`config.mk`:
```
export PLATFORM = sky130hd
export DESIGN_NAME = legv8_multicycle_ctrl
export DESIGN_NICKNAME = d
export VERILOG_FILES = /design/src/rtl/legv8_multicycle_ctrl.sv
export SDC_FILE = /design/constraint.sdc
export NUM_CORES = 1
export LEC_CHECK = 0
export ABC_AREA = 1
export BUFFER_PORTS_ARGS = -buffer_cell sky130_fd_sc_hd__buf_2
export CORE_ASPECT_RATIO = 2
export CORE_MARGIN = 1.5
export CORE_UTILIZATION = 48
export CTS_CLUSTER_DIAMETER = 60
export CTS_CLUSTER_SIZE = 25
export DETAILED_ROUTE_END_ITERATION = 16
export PLACE_DENSITY = 0.77
export SLEW_MARGIN = 20
export SYNTH_ARGS = -nofsm -noshare
export SYNTH_HDL_FRONTEND = slang
export SYNTH_SLANG_ARGS = --single-unit
```
`constraint.sdc`:
```
create_clock -name clk -period 1.5 [get_ports clk]
set_input_delay 0.3 -clock clk [delete_from_list [all_inputs] [get_ports clk]]
set_output_delay 0.3 -clock clk [all_outputs]
set_load 0.05 [all_outputs]
```
`src/rtl/legv8_multicycle_ctrl.sv`:
```
// Multi-cycle control FSM for the LEGv8 subset (R-format, LDUR, STUR, CBZ).
// Sequences a shared-memory, single-ALU datapath and counts retired instructions.
module legv8_multicycle_ctrl #(
  parameter int unsigned CNT_W = 32
) (
  input  logic             clk,
  input  logic             reset,
  input  logic [10:0]      Op,
  input  logic             Zero,
  input  logic             mem_ack,
  output logic             PCWrite,
  output logic             IorD,
  output logic             IRWrite,
  output logic             MemRead,
  output logic             MemWrite,
  output logic             MemtoReg,
  output logic             RegWrite,
  output logic             Reg2Loc,
  output logic             ALUSrcA,
  output logic [1:0]       ALUSrcB,
  output logic [1:0]       ALUOp,
  output logic             PCSrc,
  output logic [3:0]       state,
  output logic             illegal,
  output logic [CNT_W-1:0] instr_count
);

  typedef enum logic [3:0] {
    S_FETCH   = 4'd0,
    S_DECODE  = 4'd1,
    S_MEMADR  = 4'd2,
    S_MEMRD   = 4'd3,
    S_MEMWB   = 4'd4,
    S_MEMWR   = 4'd5,
    S_EXEC    = 4'd6,
    S_RWB     = 4'd7,
    S_BRANCH  = 4'd8,
    S_ILLEGAL = 4'd9
  } state_e;

  state_e           state_q, state_d;
  logic             illegal_q, illegal_d;
  logic [CNT_W-1:0] cnt_q, cnt_d;
  logic             retire;
  logic             is_r, is_cbz, is_ldur, is_stur;

  // Opcode class decode from the IR opcode field
  always_comb begin
    is_r    = 1'b0;
    is_cbz  = 1'b0;
    is_ldur = 1'b0;
    is_stur = 1'b0;
    casez (Op)
      11'b1?0_0101_1000,
      11'b10?_0101_0000: is_r    = 1'b1;
      11'b101_1010_0???: is_cbz  = 1'b1;
      11'b111_1100_0010: is_ldur = 1'b1;
      11'b111_1100_0000: is_stur = 1'b1;
      default:           ;
    endcase
  end

  // Next-state, counter and Moore/Mealy control decode
  always_comb begin
    state_d   = state_q;
    illegal_d = illegal_q;
    cnt_d     = cnt_q;
    retire    = 1'b0;
    PCWrite   = 1'b0;
    IorD      = 1'b0;
    IRWrite   = 1'b0;
    MemRead   = 1'b0;
    MemWrite  = 1'b0;
    MemtoReg  = 1'b0;
    RegWrite  = 1'b0;
    Reg2Loc   = 1'b0;
    ALUSrcA   = 1'b0;
    ALUSrcB   = 2'b00;
    ALUOp     = 2'b00;
    PCSrc     = 1'b0;

    case (state_q)
      S_FETCH: begin
        MemRead = 1'b1;
        ALUSrcB = 2'b01;
        PCWrite = mem_ack;
        IRWrite = mem_ack;
        if (mem_ack) state_d = S_DECODE;
      end
      S_DECODE: begin
        ALUSrcB = 2'b11;
        Reg2Loc = is_cbz | is_stur;
        if (is_r)                  state_d = S_EXEC;
        else if (is_ldur | is_stur) state_d = S_MEMADR;
        else if (is_cbz)           state_d = S_BRANCH;
        else begin
          state_d   = S_ILLEGAL;
          illegal_d = 1'b1;
        end
      end
      S_MEMADR: begin
        ALUSrcA = 1'b1;
        ALUSrcB = 2'b10;
        Reg2Loc = is_stur;
        if (is_ldur)      state_d = S_MEMRD;
        else if (is_stur) state_d = S_MEMWR;
        else begin
          // Opcode changed under us after decode: treat as unsupported
          state_d   = S_ILLEGAL;
          illegal_d = 1'b1;
        end
      end
      S_MEMRD: begin
        MemRead = 1'b1;
        IorD    = 1'b1;
        if (mem_ack) state_d = S_MEMWB;
      end
      S_MEMWB: begin
        RegWrite = 1'b1;
        MemtoReg = 1'b1;
        retire   = 1'b1;
        state_d  = S_FETCH;
      end
      S_MEMWR: begin
        MemWrite = 1'b1;
        IorD     = 1'b1;
        Reg2Loc  = 1'b1;
        if (mem_ack) begin
          retire  = 1'b1;
          state_d = S_FETCH;
        end
      end
      S_EXEC: begin
        ALUSrcA = 1'b1;
        ALUOp   = 2'b10;
        state_d = S_RWB;
      end
      S_RWB: begin
        RegWrite = 1'b1;
        retire   = 1'b1;
        state_d  = S_FETCH;
      end
      S_BRANCH: begin
        ALUSrcA = 1'b1;
        ALUOp   = 2'b01;
        Reg2Loc = 1'b1;
        PCSrc   = 1'b1;
        PCWrite = Zero;
        retire  = 1'b1;
        state_d = S_FETCH;
      end
      S_ILLEGAL: state_d = S_ILLEGAL;
      default:   state_d = S_FETCH;
    endcase

    if (retire) cnt_d = cnt_q + CNT_W'(1);

    // No strobe or write enable may leak out while reset is held
    if (!reset) begin
      PCWrite  = 1'b0;
      IorD     = 1'b0;
      IRWrite  = 1'b0;
      MemRead  = 1'b0;
      MemWrite = 1'b0;
      MemtoReg = 1'b0;
      RegWrite = 1'b0;
      Reg2Loc  = 1'b0;
      ALUSrcA  = 1'b0;
      ALUSrcB  = 2'b00;
      ALUOp    = 2'b00;
      PCSrc    = 1'b0;
    end
  end

  always_ff @(posedge clk) begin
    if (!reset) begin
      state_q   <= S_FETCH;
      illegal_q <= 1'b0;
      cnt_q     <= '0;
    end else begin
      state_q   <= state_d;
      illegal_q <= illegal_d;
      cnt_q     <= cnt_d;
    end
  end

  assign state       = state_q;
  assign illegal     = illegal_q;
  assign instr_count = cnt_q;

endmodule

```
# Yosys cells after proc, flatten, opt, wreduce, memory -nomap -nowiden

Cells that the tools add are included.
Widths: inputs -> output; s select.

Register bits after elaboration: 37
Output and inout port bits: 51
Word-level logic and storage cells: 84

$add $sub $neg: 1
Equal/unequal tests: 22
Mux-type cells: 45
Bitwise operators: 2
Reduce and logical (&&, ||, !) cells: 11

Operators by type and width:

| operator              | number |
|---|---|
| $add 32x1->32 const B | 1 |
| $mux 1                | 29 |
| $mux 4                | 7 |
| $pmux 4 s7            | 1 |
| $eq 11x11->1 const B  | 2 |
| $eq 10x10->1 const B  | 2 |
| $eq 4x3->1 const B    | 4 |
| $ne 2x2->1 const B    | 8 |
| $reduce_or 2->1       | 5 |
| $eq 4x2->1 const B    | 2 |
| $eq 4x4->1 const B    | 2 |
| $eq 8x8->1 const B    | 1 |
| $pmux 1 s2            | 3 |
| $pmux 2 s3            | 1 |
| $reduce_and 6->1      | 1 |
| $reduce_or 3->1       | 2 |
| $eq 4x1->1 const B    | 1 |
| $logic_not 4->1       | 1 |
| $mux 2                | 2 |
| $pmux 2 s2            | 1 |
| $pmux 1 s3            | 1 |
| $reduce_and 3->1      | 1 |
| $or 1x1->1            | 2 |
| $reduce_bool 2->1     | 1 |

# Logic depth before layout (Yosys ltp)

Gate-level depths: netlist (run 1).

Depth in word-level cells: 6
Mapped depth: 12
Gate-level depth less buffers: 12

# Worst setup path after synthesis (run 1)

Ideal clock, no wire load.

Kind: flip-flop to output port
From: register state_q[3] (netlist: state[3])
To: output PCWrite
Data arrival time: 2356 ps
Required time: 1200 ps
Path slack: -1156 ps
Cell stages (with the launch flop): 5
Path buffers: 0
Path through: dfxtp_1 -> nand3_1 -> nor2_1 -> nand2_1 -> o21ai_0

Word-level cells in the longest chain between the ends: 3
Elaborated cells between the ends (all ways): 4
Classes of those cells: eq/ne: 1; mux: 2; reduce/logical: 1

Ends and longest elaborated chain:

| item                                                 | RTL line | RTL |
|---|---|---|
| start: declaration                                   | 41       | `state_e state_q, state_d;` |
| start signal: assignment                             | 181      | `state_q <= state_d;` |
| $eq 4x4->1 / $logic_not 4->1 (equally long branches) | 82       | `case (state_q)` |
| $pmux 1 s2 *                                         | 82       |  |
| $mux 1 *                                             | 159      | `if (!reset) begin` |
| end: declaration                                     | 11       | `output logic PCWrite,` |

Mark *: on every way between the ends. The rest lies on a longest branch, timed or not.

# Worst setup path in the final report (run 1)

From: register state_q[0] (netlist: state[0])
To: output Reg2Loc

Word-level cells in the longest chain between the ends: 4
Elaborated cells between the ends (all ways): 7
Classes of those cells: eq/ne: 4; mux: 2; reduce/logical: 1

Ends and longest elaborated chain:

| item                                            | RTL line | RTL |
|---|---|---|
| $eq 4x3->1 / $eq 4x4->1 (equally long branches) | 82       |  |
| $reduce_or 2->1 (no source line)                | --       |  |
| $pmux 1 s3 *                                    | 82       |  |
| $mux 1 *                                        | 159      |  |
| end: declaration                                | 18       | `output logic Reg2Loc,` |

Marks and branches as above.

==> summary.log, run 1 <==
INFO  power_and_ir_drop peak_supply_drop=0.809mV
INFO  detailed_routing avgRoutedWirePerCell=18.2µm
INFO  detailed_routing viasPerCell=5.77
INFO  worst_setup_path r2r-end=instr_count[4]
INFO  logic_synthesis syn_area_per_cell=5.80µm²
INFO  sta            rsz_0062_raised_after_global_routing=yes
INFO  detailed_routing drtIter0Drc=230
INFO  sta            slew_at_the_pin_with_the_worst_max_slew_slack=337ps
INFO  place          gp_routability_congestion=0.944
INFO  sta            finalClockSkew=3.12ps
INFO  final_layout   area_growth_syn_to_layout=70.6%
INFO  logic_synthesis synth_top_area_share=29.4%
INFO  grt            grt_max_degree=18
INFO  sta            fin_crit_sh=135%
INFO  worst_setup_path timing.rr.start=state[0]
INFO  worst_setup_path critical_path_data_required_time=1200ps
INFO  sta            achievable-frequency=495MHz
INFO  logic_synthesis synth_area_leaders=sky130_fd_sc_hd__dfxtp_1 29%, sky130_fd_sc_hd__nand2_1 21%, sky130_fd_sc_hd__nor2_1 12%
INFO  die            design.portCount=66
INFO  sta            report.final.setup_viol=49
INFO  logic_synthesis postSynth.topFlopCell=sky130_fd_sc_hd__dfxtp_1
INFO  clock_network  clock_root_cell=sky130_fd_sc_hd__clkbuf_8
INFO  final_layout   seq_area=791µm²
INFO  final_layout   final-instance-count-excl-fill=637
INFO  die            floorplan.die_area=0.00573mm²
INFO  power_and_ir_drop total_power=3050µW
INFO  worst_setup_path setup.worst_path.start_class=flop
INFO  die            start_util=49.6%
INFO  sta            fin_hold_viols=0
INFO  power_and_ir_drop power.leakage=0.00193µW
INFO  logic_synthesis synth_warnings=0
INFO  place          dpl.cell_count=604
INFO  place          post-dp-hpwl=6770µm
INFO  final_layout   post-route-util=84.6%
INFO  detailed_routing drc=0
INFO  clock_network  clock_latency=310ps
INFO  outcome        violations_in_the_final_reports=negative setup slack
INFO  detailed_routing drt_first_pass_iters=5
INFO  worst_setup_path critical_path.endpoint=Reg2Loc
INFO  logic_synthesis synth_edf_count=0
INFO  logic_synthesis synth.distinct_cells=34
INFO  clock_network  cts_tree=yes
INFO  logic_synthesis cell_area_synth=0.00252mm²
INFO  grt            gr-total-overflow=0
INFO  logic_synthesis ys_seq_area_share=29.4%
INFO  detailed_routing detail-route-antenna-nets=0
INFO  sta            finalWorstSetupSlack=-522ps
INFO  logic_synthesis post_synthesis_register_bit_count=37
INFO  detailed_routing number_of_vias_in_the_routed_layout=3676
INFO  final_layout   fillerInstances=318
INFO  logic_synthesis asyncSetResetFlopFracSynth=0%
INFO  die            die_h=106µm
INFO  logic_synthesis postSynthNetCount=451
INFO  worst_setup_path cp.arrival=1720ps
INFO  detailed_routing routed_wirelength=11600µm
INFO  outcome        status=finished, violations left
INFO  final_layout   multi_input_comb_area=0.00197mm²
INFO  die            die-width=54.3µm
INFO  die            std_cell_rows=37
INFO  sta            finalWorstPathRequiredPeriod=2020ps
INFO  worst_setup_path cp-startpoint=state[0]
INFO  logic_synthesis synthesis.instances=435
INFO  clock_network  ctsHtreeMaxLevel=2
INFO  place          portBuffers=65
INFO  clock_network  clock_sink_count=37
INFO  clock_network  cts_made_buffers=5
INFO  worst_setup_path r2r.worst_path.cells=11
INFO  grt            grt_util_all_layers=36.4%
INFO  power_and_ir_drop power-per-cell-area=709mW/mm²
INFO  grt            grt_first_pass_wirelength=15200µm
INFO  final_layout   num_antenna_cells=0
INFO  sta            slew-limit-headroom=77.4%
INFO  die            fp.coreArea=0.00509mm²
INFO  worst_setup_path worst-r2r-setup-slack=-380ps
INFO  clock_network  postCtsHoldBufs=0
INFO  grt            antenna_found_initial=0
INFO  logic_synthesis synth_largest_area_cell=sky130_fd_sc_hd__dfxtp_1
INFO  worst_setup_path cp-end-kind=output pin
INFO  clock_network  max-clock-path-buffers=2
INFO  final_layout   num-nets-final=594
INFO  clock_network  clk_transition_reported_paths=80ps
INFO  worst_setup_path path_max_fanout=5
INFO  min_path       hp-class=input port to flop
INFO  job            maxCapViolCount=0
INFO  grt            first_global_vias=3365
INFO  worst_setup_path criticalPathCategory=flop to output pin
INFO  final_layout   final_layout_size_suffix_gt1_share=44.0%
INFO  sta            slew_violations=0
==> worst min-delay path by stage <==
stage,from,endpoint,slack (ps),depth (start not counted)
3_3_place_gp,illegal,illegal,430,2
6_report,reset,state[3],340,3
5_1_grt,reset,state[3],340,3
2_1_floorplan,mem_ack,state[2],470,3
3_5_place_dp,illegal,illegal,440,2
4_1_cts,reset,state[3],360,3
==> per-stage QoR <==
step                hold slack, ps  setup TNS [ps]  worst slack [ps]  area [µm²]
global placement               432           -1890              -200        3560
detailed placement             441           -2670              -220        3560
floorplan                      472            -861              -184        2820
CTS                            357           -4610              -374        4080
global route                   341          -16610              -536        4310
finish                         339          -14970              -522        4310
==> area by class of cell <==
type                            instances  area share (%)
Multi-Input combinational cell        338            45.6
Timing Repair Buffer                  142            26.4
Sequential cell                        37            18.4
Inverter                               53            5.37
Clock buffer                            7            2.24
Tap cell                               58            1.69
Timing Repair inverter                  1           0.203
Clock inverter                          1           0.116
==> synthesized netlist by cell type, types with 2 or more instances <==
cell                         n
sky130_fd_sc_hd__and3_1      3
sky130_fd_sc_hd__nand2_1   140
sky130_fd_sc_hd__nor2_4      2
sky130_fd_sc_hd__nand3_1    21
sky130_fd_sc_hd__xor2_1      2
sky130_fd_sc_hd__inv_2       4
sky130_fd_sc_hd__nor2_1     79
sky130_fd_sc_hd__clkbuf_1    4
sky130_fd_sc_hd__buf_6       3
sky130_fd_sc_hd__nand2_2     5
sky130_fd_sc_hd__nor2_2      2
sky130_fd_sc_hd__o211ai_1    2
sky130_fd_sc_hd__nand3b_1    6
sky130_fd_sc_hd__nor3_1     11
sky130_fd_sc_hd__a31oi_1     2
sky130_fd_sc_hd__inv_1      47
sky130_fd_sc_hd__dfxtp_1    37
sky130_fd_sc_hd__a21oi_1    31
sky130_fd_sc_hd__o21bai_1    3
sky130_fd_sc_hd__nand4_1     9
sky130_fd_sc_hd__o21ai_0     9
==> report_power, final <==
group          leakage (µW)  total, µW  switching, µW  internal, µW
Sequential         0.000314       1030           32.9           999
Combinational       0.00157       1200            712           484
Clock             0.0000542        823            407           416
==> critical path, stage by stage (launching register included) <==
cell and delay, ps:
sky130_fd_sc_hd__dfxtp_4 410, sky130_fd_sc_hd__inv_4 70, sky130_fd_sc_hd__nand2_4 100, sky130_fd_sc_hd__nand2_4 70, sky130_fd_sc_hd__nor2_1 280, sky130_fd_sc_hd__nand2_2 130
sky130_fd_sc_hd__a31oi_4 160, sky130_fd_sc_hd__buf_6 180
==> state kept, by name, indices dropped and copies added, names as in the netlist <==
register     count
instr_count     32
state            4
illegal          1
==> routing by layer <==
metal,track usage (%),vias to the layer above,routed length (µm)
li1,-,1665,-
met1,33.5,1683,3690
met2,65.7,232,6050
met3,6.66,96,833
met4,25.0,0,989
met5,0,-,0
==> cells in the final DEF, fill, tap and decap left out, types with 2 or more instances in the layout <==
cell type / netlist / final
sky130_fd_sc_hd__clkbuf_8: 0 / 7
sky130_fd_sc_hd__o211ai_1: 2 / 2
sky130_fd_sc_hd__a21oi_4: 0 / 3
sky130_fd_sc_hd__a21oi_1: 31 / 22
sky130_fd_sc_hd__inv_4: 0 / 6
sky130_fd_sc_hd__nand3_1: 21 / 15
sky130_fd_sc_hd__nor3_4: 0 / 5
sky130_fd_sc_hd__a21oi_2: 0 / 6
sky130_fd_sc_hd__o21bai_1: 3 / 3
sky130_fd_sc_hd__nor2_4: 2 / 12
sky130_fd_sc_hd__inv_2: 4 / 5
sky130_fd_sc_hd__nand4_1: 9 / 9
sky130_fd_sc_hd__buf_2: 0 / 51
sky130_fd_sc_hd__dfxtp_4: 0 / 7
sky130_fd_sc_hd__dfxtp_2: 0 / 19
sky130_fd_sc_hd__nand2_4: 0 / 10
sky130_fd_sc_hd__nor3_1: 11 / 6
sky130_fd_sc_hd__buf_4: 0 / 45
sky130_fd_sc_hd__buf_8: 0 / 2
sky130_fd_sc_hd__nand2_2: 5 / 4
sky130_fd_sc_hd__nand3b_1: 6 / 6
sky130_fd_sc_hd__nor2_2: 2 / 7
sky130_fd_sc_hd__nand3_4: 1 / 8
sky130_fd_sc_hd__o21ai_2: 0 / 4
sky130_fd_sc_hd__inv_1: 47 / 40
sky130_fd_sc_hd__xor2_1: 2 / 2
sky130_fd_sc_hd__nor2_1: 79 / 64
sky130_fd_sc_hd__o21ai_1: 1 / 4
sky130_fd_sc_hd__nand2_1: 140 / 130
sky130_fd_sc_hd__buf_12: 0 / 2
sky130_fd_sc_hd__and3_1: 3 / 3
sky130_fd_sc_hd__buf_6: 3 / 42
sky130_fd_sc_hd__dfxtp_1: 37 / 11
==> cell families after synthesis <==
logic type / count (synthesis) / synth area share (%)
AOI/OAI and AO/OA: 49 / 10.4
adders and majority gates: 1 / 0.496
xor gates and xnor gates: 3 / 1.04
DFF: 37 / 29.4
and+or+nand+nor: 284 / 48.7
buffers and inverters: 61 / 10.0
==> what timing repair did <==
action / 4_1_cts / 5_1_grt
pin swaps: 18 / 15
gates resized for setup: 96 / 35
endpoints found under the setup margin: 44 / 49
buffers inserted: 10 / 15
gates cloned: 2 / 1
No activity file was read; power rests on OpenSTA's default activity.
==> run 2: changes to the inputs <==
--- a/config.mk
+++ b/config.mk
@@ -13,6 +13,7 @@
 export CTS_CLUSTER_DIAMETER = 60
 export CTS_CLUSTER_SIZE = 25
 export DETAILED_ROUTE_END_ITERATION = 16
+export MAX_ROUTING_LAYER = met4
 export PLACE_DENSITY = 0.77
 export SLEW_MARGIN = 20
 export SYNTH_ARGS = -nofsm -noshare
==> run 2 against run 1 <==
The run still ends with negative setup slack left. Design area is 0.81% higher. Largest power group unchanged. Largest cell class unchanged. Flip-flop and latch count unchanged. Critical path depth rose by 1. Routed wire length is 1.9% higher. Final cell count up 1.1%.
==> summary.log, run 2 (synthesis results as in run 1) <==
INFO  outcome        status=finished, violations left
INFO  outcome        violations_in_the_final_reports=negative setup slack
INFO  detailed_routing drt_first_pass_iters=5
INFO  min_path       min_path_cells=3
INFO  sta            finalWorstSetupSlack=-524ps
INFO  sta            slew-limit-headroom=73.8%
INFO  worst_setup_path timing.rr.start=state[3]
INFO  power_and_ir_drop switching_share=38.8%
INFO  worst_setup_path path_common_cell=sky130_fd_sc_hd__nor2_4
INFO  detailed_routing routed_wirelength=11800µm
INFO  worst_setup_path path_max_fanout=3
INFO  worst_setup_path cp.arrival=1720ps
INFO  die            floorplan.die_area=0.00573mm²
INFO  worst_setup_path cpLargestDelayFamily=simple AND/OR/NAND/NOR gates
INFO  worst_setup_path criticalPathCategory=flop to output pin
INFO  clock_network  max-clock-path-buffers=2
INFO  power_and_ir_drop p_comb_share=39.9%
INFO  die            start_util=49.6%
INFO  final_layout   num-nets-final=601
INFO  clock_network  ctsHtreeMaxLevel=2
INFO  job            maxCapViolCount=0
INFO  die            die_h=106µm
INFO  final_layout   largest_reg_flops=32
INFO  detailed_routing viasPerCell=5.81
INFO  sta            rsz_0062_raised_after_global_routing=yes
INFO  grt            antenna_found_initial=0
INFO  grt            grt_first_pass_wirelength=15800µm
INFO  detailed_routing drc=0
INFO  worst_setup_path cp-end-kind=output pin
INFO  power_and_ir_drop peak_supply_drop=0.905mV
INFO  final_layout   final-instance-count-excl-fill=644
INFO  grt            first_global_vias=3464
INFO  worst_setup_path r2r.worst_path.cells=11
INFO  clock_network  clock_root_cell=sky130_fd_sc_hd__clkbuf_8
INFO  min_path       min_delay_worst_endpoint=state[2]
INFO  power_and_ir_drop switchingPower=1140µW
INFO  detailed_routing number_of_vias_in_the_routed_layout=3739
INFO  sta            slew_violations=0
INFO  final_layout   final_layout_size_suffix_gt1_share=46.4%
INFO  grt            grt_util_all_layers=39.3%
INFO  die            die-width=54.3µm
INFO  clock_network  cts_made_buffers=5
INFO  detailed_routing avgRoutedWirePerCell=18.3µm
INFO  sta            fin_hold_viols=0
INFO  grt            gr-total-overflow=0
INFO  detailed_routing detail-route-antenna-nets=0
INFO  sta            achievable-frequency=494MHz
INFO  sta            finalClockSkew=9.20ps
INFO  power_and_ir_drop power-per-cell-area=674mW/mm²
INFO  die            design.portCount=66
INFO  clock_network  clock_latency=300ps
INFO  worst_setup_path critPathBufInv=2
INFO  final_layout   area_growth_syn_to_layout=72.0%
INFO  final_layout   layout.cells.most_common=sky130_fd_sc_hd__nand2_1
INFO  worst_setup_path setup.worst_path.start_class=flop
INFO  sta            finalWorstPathRequiredPeriod=2020ps
INFO  sta            fin_crit_sh=135%
INFO  clock_network  clock_sink_count=37
INFO  clock_network  cts_tree=yes
INFO  place          post-dp-hpwl=6940µm
INFO  clock_network  postCtsHoldBufs=0
INFO  die            std_cell_rows=37
INFO  power_and_ir_drop share_clk_of_total_power=24.7%
INFO  power_and_ir_drop total_power=2930µW
INFO  place          portBuffers=65
INFO  sta            report.final.setup_viol=51
INFO  power_and_ir_drop p_int=1790µW
INFO  place          gp_routability_congestion=0.909
INFO  final_layout   commonest_cells_after_routing_fill_and_taps_aside=124 x sky130_fd_sc_hd__nand2_1, 66 x sky130_fd_sc_hd__nor2_1, 59 x sky130_fd_sc_hd__buf_4, 51 x sky130_fd_sc_hd__buf_2, 38 x sky130_fd_sc_hd__inv_1
INFO  worst_setup_path crit_chain=nor2_4 > inv_4 > nor2_4 > nand4_1 > nand2_1 > nand2_2 > a31oi_4 > buf_6
INFO  min_path       holdCritStartpoint=reset
INFO  worst_setup_path critical-path-slowest-cell=sky130_fd_sc_hd__dfxtp_4
INFO  power_and_ir_drop pwr-share-seq=35.3%
INFO  worst_setup_path worst-r2r-setup-slack=-350ps
INFO  worst_setup_path critical_path_data_required_time=1200ps
INFO  power_and_ir_drop power.leakage=0.00195µW
INFO  sta            slew_at_the_pin_with_the_worst_max_slew_slack=391ps
INFO  detailed_routing drtIter0Drc=261
INFO  worst_setup_path r2r-end=state[1]
INFO  grt            grt_max_degree=18
INFO  place          dpl.cell_count=609
INFO  min_path       hp-class=input port to flop
INFO  worst_setup_path critical_path.max_stage_delay=370ps
INFO  clock_network  clk_transition_reported_paths=80ps
INFO  die            fp.coreArea=0.00509mm²
INFO  final_layout   num_antenna_cells=0
[run 2: how the worst max path moves through the flow]
stage	from	endpoint	slack (ps)	cells past startpoint
5_1_grt	state[3]	Reg2Loc	-510	8
4_1_cts	state[2]	Reg2Loc	-340	8
3_3_place_gp	Op[10]	Reg2Loc	-220	8
3_5_place_dp	Op[3]	Reg2Loc	-230	8
2_1_floorplan	state[2]	Reg2Loc	-180	7
6_report	state[3]	Reg2Loc	-520	8
[run 2: power groups by stage]
stage / logic, µW / registers, µW / clock network [µW]
global route: 1200 / 1040 / 731
CTS: 986 / 1030 / 713
detailed placement: 780 / 1050 / 0
finish: 1170 / 1030 / 724
global placement: 770 / 1050 / 0
floorplan: 429 / 1120 / 0
[run 2: per-stage QoR]
stage / instance area, µm² / setup TNS [ps] / hold slack [ps] / setup WS (ps) / utilization [%]
4_1_cts: 4140 / -7470 / 350 / -344 / 81.3
6_report: 4340 / -13620 / 355 / -524 / 85.3
3_3_place_gp: 3590 / -2010 / 434 / -217 / 70.4
2_1_floorplan: 2820 / -861 / 472 / -184 / -
3_5_place_dp: 3590 / -3590 / 437 / -234 / 70.4
5_1_grt: 4340 / -16110 / 362 / -507 / 85.3
[run 2: timing repair]
action                                  in CTS  in global routing
cloned                                       1                  0
hold endpoints to repair                     0                  0
endpoints found under the setup margin      47                 51
resized for setup                           97                 39
pin swaps                                   19                 16
buffers inserted                            21                  8
[run 2: area by class of cell]
class | count | area (µm²)
inverters | 53 | 234
multi-input cells | 337 | 1960
flip-flops and latches | 37 | 791
repair inverters | 1 | 16.3
clock buffers | 6 | 72.6
clock inverters | 2 | 10.0
well taps | 58 | 72.6
repair buffers | 150 | 1190
fillers | 319 | 751
[run 2: per-layer routing]
metal	GRT usage, %	part of all wire [%]	vias to the layer above
met5	-	0	-
met4	28.4	9.2	0
met3	5.67	7.4	102
met2	70.6	53	263
met1	33.7	31	1687
li1	-	-	1687
[run 2: worst register-to-register path, stage by stage (launching register included)]
cell                       delay, ps
sky130_fd_sc_hd__dfxtp_4         370
sky130_fd_sc_hd__nor2_4          160
sky130_fd_sc_hd__buf_4           140
sky130_fd_sc_hd__nand3_1          70
sky130_fd_sc_hd__buf_6           140
sky130_fd_sc_hd__buf_4           130
sky130_fd_sc_hd__buf_4           140
sky130_fd_sc_hd__nand3_1         110
sky130_fd_sc_hd__nand2_2         130
sky130_fd_sc_hd__o211ai_1        220
sky130_fd_sc_hd__nand2_1         110
sky130_fd_sc_hd__inv_2            60
